$ cat config.mk
export PLATFORM = sky130hd
export DESIGN_NAME = vga_timing_generator
export DESIGN_NICKNAME = d
export VERILOG_FILES = /design/src/rtl/vga_timing_pkg.sv /design/src/rtl/vga_axis_counter.sv /design/src/rtl/vga_timing_generator.sv
export SDC_FILE = /design/constraint.sdc
export NUM_CORES = 1
export LEC_CHECK = 0
export ABC_AREA = 1
export BUFFER_PORTS_ARGS = -buffer_cell sky130_fd_sc_hd__buf_2
export CAP_MARGIN = 0
export CORE_ASPECT_RATIO = 0.6
export CORE_MARGIN = 10
export CORE_UTILIZATION = 55
export DETAILED_ROUTE_END_ITERATION = 10
export PLACE_DENSITY = 0.86
export SLEW_MARGIN = 20
export SYNTH_ARGS = -nofsm -noshare
export SYNTH_HDL_FRONTEND = slang
export SYNTH_HIERARCHICAL = 1
export SYNTH_SLANG_ARGS = --single-unit
$ cat constraint.sdc
create_clock -name vga_clock -period 3.2 [get_ports vga_clock]
set_clock_uncertainty 0.1 [all_clocks]
set_input_delay 0.16 -clock vga_clock [delete_from_list [all_inputs] [get_ports vga_clock]]
set_output_delay 0.16 -clock vga_clock [all_outputs]
set_load 0.01 [all_outputs]
$ cat src/rtl/vga_timing_pkg.sv
`default_nettype none
// ============================================================================
// Module      : vga_timing_pkg
// Description : Default 640x480@60 raster timing, the per-axis timing record
//               and helpers that derive the total count of an axis.
// Revision    : 1.0 - initial release
// ============================================================================
package vga_timing_pkg;

    // 640x480 at 60 Hz, 25.175 MHz nominal pixel rate
    localparam int C_H_ACTIVE = 640;
    localparam int C_H_FRONT  = 16;
    localparam int C_H_SYNC   = 96;
    localparam int C_H_BACK   = 48;
    localparam int C_V_ACTIVE = 480;
    localparam int C_V_FRONT  = 10;
    localparam int C_V_SYNC   = 2;
    localparam int C_V_BACK   = 33;

    // Active/porch/sync set describing one raster axis
    typedef struct packed {
        int active;
        int front;
        int sync;
        int back;
    } axis_timing_t;

    // Total pixels per line, blanking included
    function automatic int h_total(input axis_timing_t t);
        return t.active + t.front + t.sync + t.back;
    endfunction

    // Total lines per frame, blanking included
    function automatic int v_total(input axis_timing_t t);
        return t.active + t.front + t.sync + t.back;
    endfunction

endpackage
`default_nettype wire

$ cat src/rtl/vga_axis_counter.sv
`default_nettype none
// ============================================================================
// Module      : vga_axis_counter
// Description : Wrapping position counter for one raster axis with decode of
//               the last position, the visible region and the sync window.
// Revision    : 1.0 - initial release
// ============================================================================
module vga_axis_counter #(
    parameter int ACTIVE = 640,
    parameter int FRONT  = 16,
    parameter int SYNC   = 96,
    parameter int BACK   = 48
) (
    input  logic        clock,
    input  logic        reset,
    input  logic        advance,
    output logic [31:0] count,
    output logic        at_last,
    output logic        active,
    output logic        sync_window
);
    import vga_timing_pkg::*;

    localparam axis_timing_t c_timing     = '{ACTIVE, FRONT, SYNC, BACK};
    localparam int           c_total      = h_total(c_timing);
    localparam logic [31:0]  c_last       = 32'(c_total - 1);
    localparam logic [31:0]  c_active     = 32'(ACTIVE);
    localparam logic [31:0]  c_sync_first = 32'(ACTIVE + FRONT);
    localparam logic [31:0]  c_sync_last  = 32'(ACTIVE + FRONT + SYNC - 1);

    logic [31:0] r_count;

    // Step the position on each advance, wrapping after the last position
    always_ff @(posedge clock) begin
        if (reset) begin
            r_count <= '0;
        end else if (advance) begin
            r_count <= (r_count == c_last) ? '0 : r_count + 32'd1;
        end
    end

    assign count       = r_count;
    assign at_last     = (r_count == c_last);
    assign active      = (r_count < c_active);
    assign sync_window = (r_count >= c_sync_first) && (r_count <= c_sync_last);

endmodule
`default_nettype wire

$ cat src/rtl/vga_timing_generator.sv
`default_nettype none
// ============================================================================
// Module      : vga_timing_generator
// Description : Raster position and sync generator. Outputs are registered
//               decodes of the counter state one enabled pixel earlier, so
//               every output is mutually aligned. Build option
//               VGA_FRAME_COUNTER_EN adds a 16-bit frame counter output.
// Revision    : 1.0 - initial release
// ============================================================================
module vga_timing_generator #(
    parameter int H_ACTIVE         = 640,
    parameter int H_FRONT          = 16,
    parameter int H_SYNC           = 96,
    parameter int H_BACK           = 48,
    parameter int V_ACTIVE         = 480,
    parameter int V_FRONT          = 10,
    parameter int V_SYNC           = 2,
    parameter int V_BACK           = 33,
    parameter bit SYNC_ACTIVE_HIGH = 1'b0
) (
    input  logic        vga_clock,
    input  logic        reset,
    input  logic        pixel_enable,
    output logic [31:0] column,
    output logic [31:0] row,
    output logic        display_enable,
    output logic        hsync,
    output logic        vsync,
    output logic        line_start,
    output logic        frame_start
`ifdef VGA_FRAME_COUNTER_EN
    ,
    output logic [15:0] frame_count
`endif
);
    import vga_timing_pkg::*;

    localparam logic c_sync_on  = SYNC_ACTIVE_HIGH;
    localparam logic c_sync_off = ~SYNC_ACTIVE_HIGH;

    logic [31:0] w_h_count;
    logic [31:0] w_v_count;
    logic        w_h_at_last;
    logic        w_v_at_last;
    logic        w_h_active;
    logic        w_v_active;
    logic        w_h_sync;
    logic        w_v_sync;
    logic        w_v_advance;
    logic        w_frame_origin;
    logic        w_unused;

    logic [31:0] r_column;
    logic [31:0] r_row;
    logic        r_display_enable;
    logic        r_hsync;
    logic        r_vsync;
    logic        r_line_start;
    logic        r_frame_start;

    vga_axis_counter #(
        .ACTIVE (H_ACTIVE),
        .FRONT  (H_FRONT),
        .SYNC   (H_SYNC),
        .BACK   (H_BACK)
    ) u_h_axis (
        .clock       (vga_clock),
        .reset       (reset),
        .advance     (pixel_enable),
        .count       (w_h_count),
        .at_last     (w_h_at_last),
        .active      (w_h_active),
        .sync_window (w_h_sync)
    );

    // Lines advance only when the pixel counter wraps
    assign w_v_advance = pixel_enable && w_h_at_last;

    vga_axis_counter #(
        .ACTIVE (V_ACTIVE),
        .FRONT  (V_FRONT),
        .SYNC   (V_SYNC),
        .BACK   (V_BACK)
    ) u_v_axis (
        .clock       (vga_clock),
        .reset       (reset),
        .advance     (w_v_advance),
        .count       (w_v_count),
        .at_last     (w_v_at_last),
        .active      (w_v_active),
        .sync_window (w_v_sync)
    );

    // The vertical wrap needs no separate handling; its last-line flag is spare
    assign w_unused       = w_v_at_last;
    assign w_frame_origin = (w_h_count == 32'd0) && (w_v_count == 32'd0);

    // Register the decode of the current counters; hold everything when idle
    always_ff @(posedge vga_clock) begin
        if (reset) begin
            r_column         <= '0;
            r_row            <= '0;
            r_display_enable <= 1'b0;
            r_hsync          <= c_sync_off;
            r_vsync          <= c_sync_off;
            r_line_start     <= 1'b0;
            r_frame_start    <= 1'b0;
        end else if (pixel_enable) begin
            r_column         <= w_h_count;
            r_row            <= w_v_count;
            r_display_enable <= w_h_active && w_v_active;
            r_hsync          <= w_h_sync ? c_sync_on : c_sync_off;
            r_vsync          <= w_v_sync ? c_sync_on : c_sync_off;
            r_line_start     <= (w_h_count == 32'd0);
            r_frame_start    <= w_frame_origin;
        end
    end

    assign column         = r_column;
    assign row            = r_row;
    assign display_enable = r_display_enable;
    assign hsync          = r_hsync;
    assign vsync          = r_vsync;
    assign line_start     = r_line_start;
    assign frame_start    = r_frame_start;

`ifdef VGA_FRAME_COUNTER_EN
    logic [15:0] r_frame_count;
    logic        r_first_frame_seen;

    // Count frame starts after the first one, in step with frame_start
    always_ff @(posedge vga_clock) begin
        if (reset) begin
            r_frame_count      <= '0;
            r_first_frame_seen <= 1'b0;
        end else if (pixel_enable && w_frame_origin) begin
            r_first_frame_seen <= 1'b1;
            if (r_first_frame_seen) begin
                r_frame_count <= r_frame_count + 16'd1;
            end
        end
    end

    assign frame_count = r_frame_count;
`endif

endmodule
`default_nettype wire

==> results of run 1 <==
## area by class of cell
| type | count | area [um2] |
|---|---|---|
| multi-input combinational | 714 | 3310 |
| clock buffer | 17 | 425 |
| inverter | 120 | 453 |
| clock inverter | 14 | 249 |
| fill | 970 | 3800 |
| sequential | 133 | 2660 |
| tap | 160 | 200 |
| timing repair buffer | 74 | 378 |
## report_power, final
group | total, W | internal, W | switching [W]
clock network | 0.00224 | 0.00147 | 0.000774
logic | 0.000207 | 0.0000681 | 0.000139
registers | 0.00173 | 0.00170 | 0.0000250
total | 0.00418 | 0.00324 | 0.000939
## metrics by stage
stage                     instances  util [%]  cell area [um2]
after floorplan                 996         -             6560
after global placement         1201      61.0             7010
after detailed placement       1201      61.0             7010
after CTS                      1232      66.9             7680
after global routing           1232      66.9             7680
final                          1232      66.9             7680
## how the worst max path moves through the flow
stage | start | to | slack [ns] | cells after the start
global route | u_h_axis/count[1] | u_v_axis/count[21] | 0.26 | 16
CTS | u_h_axis/count[0] | u_v_axis/count[21] | 0.53 | 16
floorplan | u_h_axis/count[0] | u_v_axis/count[18] | 1.01 | 14
detailed placement | u_h_axis/count[0] | u_v_axis/count[26] | 0.63 | 14
global placement | u_h_axis/count[0] | u_v_axis/count[19] | 0.73 | 16
finish | u_h_axis/count[0] | u_v_axis/count[21] | 0.47 | 16
## registers in the layout, summed over array words and instances (netlist names)
signal / cells
column: 32
row: 32
u_h_axis/count: 32
u_v_axis/count: 32
display_enable: 1
frame_start: 1
hsync: 1
line_start: 1
vsync: 1
## routing by layer
layer / track usage (%) / up-vias / routed length (um)
li1: - / 3253 / -
met1: 33.8 / 2986 / 8950
met2: 29.2 / 382 / 7170
met3: 8.23 / 28 / 2870
met4: 4.79 / 0 / 226
met5: 0 / - / 0
## worst max-delay path, stage by stage, from the launching register on
cell and delay [ns]:
dfxtp_1 0.43, ha_1 0.24, inv_1 0.06, nor2_2 0.19, nand4_1 0.16, nor3_1 0.15
nand2_1 0.07, inv_1 0.24, inv_1 0.15, nor2_2 0.18, nand2_2 0.14, inv_2 0.12
nand2_1 0.07, nor2_1 0.11, nand2_1 0.08, nand2_1 0.08, nor2_1 0.04
==> flow_results.org, run 1 <==
** Outcome
- The flow ran to the end, and the final reports show no timing, DRC or antenna violations.

** Power and ir drop
- Power density normalized to cell area :: 544 nW/um2
- The design draws 0.00418 W.
- Static power due to leakage :: approximately 3.3 nW
- Across the VDD grid, the largest voltage drop is 0.000394 V.

** Clocking
- Clock transition at path regs :: 0.06 ns
- Clock latency at the later pin of the worst-skew pair :: 0.42 ns
- Clock buffers created by TritonCTS :: 17
- CTS tree :: done
- The H-tree was split into 4 levels.
- Maximum root-to-sink buffer count :: 2
- Hold-fix buffers at CTS :: 0
- The clock net in this run drives a total of about 130 sinks.
- Buffers added to address setup during post-CTS repair amount to 0.
- Post-CTS repair changed the size of 0 cells.
- Root cell of the clock tree :: clkbuf_16

** Synthesis
- Netlist Area Pre-Place :: between 6000 and 7000 um2
- After synthesis, the mean cell area works out to 6.58 um2.
- Counting every net in the synthesized netlist gives 1003.
- Synthesized netlist cell count :: 996
- Total of warnings raised by yosys :: 6

** Detailed routing
- Vias after detailed routing :: 6649
- Before antenna repair, the detailed router went through 6 iterations.
- For this block, the routed nets add up to 19200 um of wire.
- Per-cell via count in the routed design :: 5.40
- Remaining number of nets flagged by the antenna check after routing :: 0
- In this run, the number of DRC markers left after iteration 0 of detailed routing was 887.
- For this run, design rule violations remaining after detail routing come to 0.
- Dividing the detail-routed wire length by the instance count gives 15.6 um.

** Layout
- Net count reported at finish :: around 1100
- Count of inserted antenna diode cells :: 0
- Synth-to-layout area growth :: 17.2%
- Most used cells in the layout excluding fill and tap cells :: nor2_1, nand2_1, dfxtp_1, inv_1, o21ai_0
- In the final layout, the share of cells above drive strength 1 is between 10% and 20%.
- The library cell used most frequently in the layout, excluding fill and tap cells, is nor2_1.

** Floorplanning
- The die covers ~17000 um2.
- Height of the die :: 105 um
- Initial cell density of the core :: 57.1%
- Number of top-level design ports :: 72
- The floorplan has 30 rows.
- The die is approximately 160 um wide.
- After floorplanning, the core was sized to cover 11500 um2.

** STA
- Pin slew with the least headroom to its limit :: 0.859 ns
- RSZ-0062 raised after global routing :: no
- Highest clock frequency the design can meet :: 366 MHz
- Share of the cycle needed by the critical path after routing :: 85.4%
- Smallest setup slack after layout :: 0.466 ns
- Subtracting the final worst setup slack from the clock period gives 2.73 ns.
- Hold Worst Slack :: 0.0820 ns
- Setup violations remaining at the end of the flow were counted as 0.
- Final number of max-transition violations :: 0
- Total negative setup slack :: 0 ns
- The final number of hold-violating endpoints was 0.
- Headroom to the max-slew limit :: 42.7%

** Hold path
- The path with the worst hold slack has its endpoint at u_h_axis/count[14].
- WHS Path Cells :: 2
- The startpoint identified for the worst hold timing path is reset.
- Type of the worst min-delay path :: primary input to flop

** Worst setup path
- STA puts the critical path data arrival time at 2.94 ns.
- CP Max Fanout :: 7
- At the worst endpoint, the required time is about 3.4 ns.
- Worst setup slack for register-to-register paths :: 0.47 ns
- Setup Crit Path Kind :: flop to flop
- The worst setup path is captured at a flop.
- In this run the critical register-to-register path is captured at u_v_axis/count[21].
- Logic depth of the worst register-to-register path :: 16
- Worst setup SP type :: flop
- Reg2reg start :: u_h_axis/count[0]

** Global route
- Initial antenna violation count :: 0
- First-pass GRT wire length :: 31200 um
- Via count of the first global-routing pass :: between 6000 and 7000
- GRT overflow :: 0
- Entering global routing, the biggest net connects 66 pins.
- GRT Overall Usage :: 22.4%

** Placement
- In this run the tool buffered the top-level ports with 71 buffer cells.
- Post-DP HPWL :: 13800 um
- Weighted congestion at the end of routability-driven global placement :: 0.997
- OpenSTA, run right after detailed placement, puts the worst setup slack at 0.628 ns.

** Job
- Number of max-cap violations :: 0
Power figures use the tool's default switching activity.
==> run 2, diff against run 1 <==
--- a/config.mk
+++ b/config.mk
@@ -6,7 +6,7 @@
 export NUM_CORES = 1
 export LEC_CHECK = 0
 export ABC_AREA = 1
-export BUFFER_PORTS_ARGS = -buffer_cell sky130_fd_sc_hd__buf_2
+export BUFFER_PORTS_ARGS = -buffer_cell sky130_fd_sc_hd__buf_4
 export CAP_MARGIN = 0
 export CORE_ASPECT_RATIO = 0.6
 export CORE_MARGIN = 10
==> run 2 against run 1 <==
  * Non-clock buffer count down 2
  * Hold slack better by 0.012 ns
  * Global-route usage fell by 0.51 points
  * First-iteration DRC count down 9.6%
  * Critical path depth did not move
  * Clock power fell by 13%
  * Via count shrank 0.83%
  * Critical endpoint unchanged
  * Largest power group unchanged
==> flow_results.org, run 2 (synthesis results as in run 1) <==
** Worst setup path
- The register-to-register path setup slack came to 0.51 ns (+0.05 ns).
- The worst setup path is launched from a flop.
- STA classifies the critical path endpoint as a flop.
- CP Max Fanout :: 7 (unchanged)
- The worst setup path is of the flop to flop kind.
- Reg2reg start :: u_h_axis/count[0]
- The signal arrival time at the worst endpoint was 2.88 ns (-0.06 ns).
- The required time of the critical path came to 3.40 ns (about the same).
- R2R Path End :: u_v_axis/count[21]
- Logic depth of the worst register-to-register path :: 16 (unchanged)

** Hold path
- Source of the worst hold timing path :: reset
- The hold-critical path depth came to 2 (unchanged).
- For hold timing, the worst endpoint is u_h_axis/count[16].
- Type of the worst min-delay path :: primary input to flop

** Power and ir drop
- Static power due to leakage :: 3.30 nW (-1.0%)
- The power consumption is 0.00391 W (-6.5%).
- The power density relative to cell area is 504 nW/um2 (-7.3%).
- Maximum vdd drop :: 0.000336 V (-15%)

** STA
- Total negative setup slack :: 0 ns (unchanged)
- Hold Worst Slack :: 0.0940 ns (+0.0121 ns)
- Final number of max-transition violations :: 0 (unchanged)
- Headroom to the max-slew limit :: 40.8% (-1.8 points)
- The minimum clock period after layout was 2.69 ns (-0.0478 ns).
- Pin slew with the least headroom to its limit :: 0.886 ns (+0.0273 ns)
- Setup repair after global routing left no endpoint under its margin.
- The final number of hold-violating endpoints is 0 (unchanged).
- Setup Viol. Count Final :: 0 (unchanged)
- Highest clock frequency the design can meet :: 372 MHz (+1.8%)
- The share of the clock period used by the worst path after layout was 83.9% (-1.5 points).

** Placement
- The detailed-placement wirelength estimate came to 13500 um (-1.8%).
- The count of input and output buffers came to 71 (unchanged).
- Weighted congestion at the end of routability-driven global placement :: 0.987 (-0.96%)
- The post-detailed-placement cell area is 7170 um2 (+2.3%).

** Floorplanning
- The count of pins on the block boundary is 72 (unchanged).
- The initial standard-cell utilization of the core came to 57.1% (unchanged).
- The core footprint was 11500 um2 (unchanged).
- Height of the die :: 105 um (unchanged)
- The number of standard-cell rows in the floorplan is 30 (unchanged).
- Die Span X :: 161 um (unchanged)
- Die area :: 16800 um2 (unchanged)

** Global route
- First-pass GRT wire length :: 30600 um (-2.0%)
- The number of antenna violations at the first check in global routing was 0 (unchanged).
- The global router's overall resource usage is 21.9% (-0.51 points).
- Largest net degree at the start of global routing :: 66 (unchanged)
- The global route total overflow is 0 (unchanged).
- Via count of the first global-routing pass :: 5939 (-1.2%)

** Layout
- Synth-to-layout area growth :: 18.2%
- Leaving out fill and tap cells, the most frequent cell in the layout is nor2_1.
- Most used cells in the layout excluding fill and tap cells :: nor2_1, nand2_1, dfxtp_1, inv_1
- The number of antenna repair diodes was 0 (unchanged).
- The count of fill cells added during filler insertion came to 972 (+0.21%).
- The summed area of non-filler cells in the final layout was 7750 um2 (+0.91%).
- The number of nets in the final layout is 1065 (-0.19%).
- Share of cells above drive strength 1 :: 13.6% (-0.081 points)

** Clocking
- Maximum root-to-sink buffer count :: 2 (unchanged)
- Clock transition at path regs :: 0.07 ns (about the same)
- Number of clock sinks :: 133 (unchanged)
- CTS tree :: done
- The clock latency of the later-clocked register in the worst-skew pair is 0.42 ns (about the same).
- The CTS H-tree depth came to 4 (unchanged).
- Post-CTS setup buffers :: 0 (unchanged)
- Clock buffers created by TritonCTS :: 17 (unchanged)
- The root buffer cell chosen for the clock tree is clkbuf_16.
- The cts-stage hold buffer count was 0 (unchanged).
- Post-cts repair resize count :: 0 (unchanged)

** Detailed routing
- The wire length on met2 was 6910 um (-3.7%).
- The total routed wire length on the met1 layer is 9380 um (+4.8%).
- The total wire length after detailed routing was 18900 um (-1.6%).
- The routed length on met3 was 2500 um (-13%).
- Residual DRC count :: 0 (unchanged)
- The via count normalized by instance count is 5.36 (-0.75%).
- The iteration-0 DRC count of the detailed router was 802 (-9.6%).
- The post-detailed-route wirelength per cell is 15.4 um (-1.5%).
- Remaining number of nets flagged by the antenna check after routing :: 0 (unchanged)
- Count of TritonRoute iterations in the first routing pass :: 8 (+2)
- The detailed router used layers up to and including met4.
- Vias after detailed routing :: 6594 (-0.83%)

** Job
- The max-cap check violation count came to 0 (unchanged).

** Outcome
- The run finished with clean final reports.
==> run 2: cell types whose count changed in the layout (fill, tap and decap cells not counted) <==
cell / change
buf_2: -71
buf_4: +69
bufinv_16: -5
clkinv_2: +1
clkinv_4: -4
clkinvlp_4: +1
inv_6: +4
inv_8: +4
==> run 2: through the flow <==
| step | worst slack (ns) | std cells | util (%) |
|---|---|---|---|
| floorplan | 1.01 | 996 | - |
| global placement | 0.750 | 1199 | 62.4 |
| detailed placement | 0.621 | 1199 | 62.4 |
| CTS | 0.574 | 1231 | 67.5 |
| global route | 0.258 | 1231 | 67.5 |
| finish | 0.514 | 1231 | 67.5 |
==> run 2: final cells by class <==
type,count,area [um2],area share [%]
Sequential cell,133,2660,34.4
Tap cell,160,200,2.58
Clock inverter,15,156,2.02
Timing Repair Buffer,72,541,6.97
Clock buffer,17,425,5.49
Inverter,120,453,5.84
Multi-Input combinational cell,714,3310,42.7
==> run 2: per-layer routing <==
metal	vias up	GRT usage, %
li1	3249	-
met1	2980	33.2
met2	351	27.1
met3	14	9.29
met4	0	5.24
met5	-	0
==> run 2: how the worst max path moves through the flow <==
stage / from / endpoint / cells after the start
after global placement: u_h_axis/count[0] / u_v_axis/count[21] / 16
final: u_h_axis/count[0] / u_v_axis/count[21] / 16
after detailed placement: u_h_axis/count[0] / u_v_axis/count[21] / 16
after CTS: u_h_axis/count[0] / u_v_axis/count[21] / 16
after floorplan: u_h_axis/count[0] / u_v_axis/count[18] / 14
after global routing: u_h_axis/count[1] / u_v_axis/count[19] / 16
==> run 2: worst max-delay path: stages, from the launching register on <==
cell	delay, ns
dfxtp_1	0.43
ha_1	0.24
inv_1	0.07
nor2_2	0.17
nand4_1	0.14
nor3_1	0.17
nand2_1	0.08
inv_1	0.25
inv_1	0.15
nor2_2	0.18
nand2_2	0.12
inv_2	0.12
nand2_1	0.08
nor2_1	0.10
nand2_1	0.06
nand2_1	0.07
nor2_1	0.03
==> run 2: power breakdown <==
part	internal [W]	switching (W)
combinational	0.0000896	0.000140
clock	0.00111	0.000844
sequential	0.00170	0.0000262
total	0.00290	0.00101
==> run 3, diff against run 2 <==
--- a/config.mk
+++ b/config.mk
@@ -10,7 +10,7 @@
 export CAP_MARGIN = 0
 export CORE_ASPECT_RATIO = 0.6
 export CORE_MARGIN = 10
-export CORE_UTILIZATION = 55
+export CORE_UTILIZATION = 53
 export DETAILED_ROUTE_END_ITERATION = 10
 export PLACE_DENSITY = 0.86
 export SLEW_MARGIN = 20
==> constraint.sdc (replaced) <==
create_clock -name vga_clock -period 2.27 [get_ports vga_clock]
set_clock_uncertainty 0.1 [all_clocks]
set_input_delay 0.1135 -clock vga_clock [delete_from_list [all_inputs] [get_ports vga_clock]]
set_output_delay 0.1135 -clock vga_clock [all_outputs]
set_load 0.01 [all_outputs]
==> run 3 against run 2 <==
  * Global-route usage rose by 0.90 points
  * Count of clock-buffer cells in the layout did not move
  * Sequential share of layout area fell by 1.5 points
  * Clock power rose by 41%
  * Wire length rose by 7.0%
  * Sequential cell count did not move
  * Total power rose by 42%
  * Critical endpoint is now u_v_axis/count[14]
==> flow_results.org, run 3 (synthesis results as in run 1) <==
** STA
- The final number of hold-violating endpoints was 0 (unchanged).
- The minimum clock period after layout came to 2.18 ns (-0.503 ns).
- Smallest setup slack after layout :: 0.0868 ns (-0.427 ns)
- The maximum clock frequency came to 458 MHz (+23%).
- The max-slew headroom at the worst pin came to 39.2% (-1.6 points).
- The share of the clock period used by the worst path after layout was 96.2% (+12 points).
- Setup Viol. Count Final :: 0 (unchanged)
- RSZ-0062 raised after global routing :: yes
- Total negative setup slack :: 0 ns (unchanged)
- Final number of max-transition violations :: 0 (unchanged)
- Pin slew with the least headroom to its limit :: 0.911 ns (+0.0254 ns)

** Detailed routing
- Per-cell via count in the routed design :: 5.44 (+1.5%)
- Remaining number of nets flagged by the antenna check after routing :: 0 (unchanged)
- The first-pass detailed-route iteration total is 5 (-3).
- DRC marker count from the first detailed-route iteration :: 1050 (+31%)
- Routed len/inst :: 15.9 um (+3.5%)
- Vias after detailed routing :: 6919 (+4.9%)
- Residual DRC count :: 0 (unchanged)
- The total wire length after detailed routing was 20200 um (+7.0%).

** Power and ir drop
- The power density relative to cell area was 679 nW/um2 (+35%).
- The highest ir drop seen on vdd came to 0.000524 V (+56%).
- The static leakage was 3.53 nW (+6.9%).
- The power consumption is 0.00553 W (+42%).

** Layout
- Most used cells in the layout excluding fill and tap cells :: nor2_1, nand2_1, dfxtp_1, inv_1, buf_4
- Leading cell type in the layout, fill and taps excluded :: nor2_1
- Net count reported at finish :: 1102 (+3.5%)
- Synth-to-layout area growth :: 24.3%
- Final non-filler cell total :: 1273 (+3.4%)
- The summed area of non-filler cells in the final layout is 8150 um2 (+5.1%).
- Count of inserted antenna diode cells :: 0 (unchanged)
- The proportion of layout cells with a drive suffix above 1 was 18.5% (+4.9 points).

** Worst setup path
- By startpoint and endpoint, the worst setup path is classified as flop to flop.
- The maximum fanout along the worst path is 5 (-2).
- Crit path required time :: 2.47 ns (-0.93 ns)
- The critical path goes through nand2_1, nor2_2, nand4_1, nor3_2, nand2_1, inv_2, nand2_2, nor2_4, inv_2, nor3_2, xor2_1, nor2_1.
- Cell with the largest stage delay on the worst path :: dfxtp_2
- Critical path data arrival time :: 2.39 ns (-0.49 ns)
- STA classifies the critical path startpoint as a flop.
- The maximum single-stage delay on the critical path is 0.38 ns (-0.05 ns).
- The register-to-register path setup slack was 0.09 ns (-0.43 ns).
- STA classifies the critical path endpoint as a flop.

** Clocking
- The number of clock sinks seen by CTS was 133 (unchanged).
- The CTS buffer count came to 17 (unchanged).
- Maximum level of the CTS H-tree :: 4 (unchanged)
- Clock transition at path regs :: 0.06 ns (about the same)
- The clock latency of the later-clocked register in the worst-skew pair was 0.42 ns (about the same).
- TritonCTS built the clock tree.
- Maximum root-to-sink buffer count :: 2 (unchanged)
- Root cell of the clock tree :: clkbuf_16

** Global route
- The global route total overflow is 0 (unchanged).
- Routing usage on met2 :: 28.7% (+1.6 points)
- The global routing met3 resource utilization is 9.44% (+0.15 points).
- The global router's overall resource usage was 22.8% (+0.90 points).
- met1 is the most crowded layer.
- The number of global-route vias before repair was 6160 (+3.7%).
- The number of antenna violations at the first check in global routing came to 0 (unchanged).
- The met1 track demand over resource in global routing was 34.2% (+0.98 points).
- Largest net degree at the start of global routing :: 66 (unchanged)
- First-pass GRT wire length :: 32100 um (+5.1%)

** Placement
- The count of input and output buffers was 71 (unchanged).
- The final weighted congestion in routability-driven placement was 1.01 (+2.7%).
- The worst setup slack after placement was 0.0717 ns (-0.549 ns).
- The detailed-placement wirelength estimate is 14400 um (+6.7%).
- The number of cells in the design after placement is 1235 (+3.0%).
- The post-detailed-placement cell area came to 7410 um2 (+3.3%).

** Floorplanning
- Die area :: 17400 um2 (+3.2%)
- Number of top-level design ports :: 72 (unchanged)
- The height of the die was 106 um (+1.5%).
- The number of standard-cell rows in the floorplan is 31 (+3.3%).
- The initial standard-cell utilization of the core came to 54.4% (-2.7 points).
- Die Span X :: 164 um (+1.6%)
- The core footprint was 12100 um2 (+5.0%).

** Outcome
- Run status :: completed

** Job
- Number of max-cap violations :: 0 (unchanged)

** Hold path
- Type of the worst min-delay path :: flop to flop
-- run 3: worst paths after layout --
| check | startpoint | end | depth (start not counted) |
|---|---|---|---|
| worst max-delay path | u_h_axis/count[3] | u_v_axis/count[14] | 12 |
| worst min-delay path | column[18] | column[18] | 2 |
| worst max register to register | u_h_axis/count[3] | u_v_axis/count[14] | 12 |
| worst min register to register | column[18] | column[18] | 2 |
-- run 3: per-stage QoR --
step                hold WS [ns]  utilization, %
global route               0.425            67.5
detailed placement         0.310            61.4
global placement           0.311            61.4
floorplan                 0.0759               -
CTS                        0.403            66.5
finish                     0.399            67.5
-- run 3: metal layers --
metal / vias to the layer above / wire, um / part of all wire, %
li1: 3327 / - / -
met1: 3151 / 9370 / 46
met2: 422 / 7650 / 38
met3: 19 / 3080 / 15
met4: 0 / 141 / 0.70
met5: - / 0 / 0
-- run 3: what timing repair did --
item	4_1_cts	5_1_grt
hold buffers	2	0
endpoints found under the hold margin	9	0
endpoints found under the setup margin	0	32
resized for setup	0	35
buffers inserted	0	4
-- run 3: worst max-delay path: cells and delay by family (launching register included) --
family | cells | cell delay, ns
XOR/XNOR | 1 | 0.17
buffers and inverters | 2 | 0.20
flip-flops | 1 | 0.38
AND/OR/NAND/NOR | 9 | 1.21
-- run 3: cell type report --
| cell class | count | area [um2] |
|---|---|---|
| clock inverters | 15 | 164 |
| repair buffers | 109 | 823 |
| fillers | 981 | 3920 |
| flip-flops and latches | 133 | 2670 |
| clock buffers | 17 | 425 |
| multi-input cells | 714 | 3400 |
| well taps | 165 | 206 |
| inverters | 120 | 455 |
-- run 3: report_power, final --
part	internal (W)	switching, W
Combinational	0.000137	0.000205
Sequential	0.00240	0.0000371
Clock	0.00156	0.00119
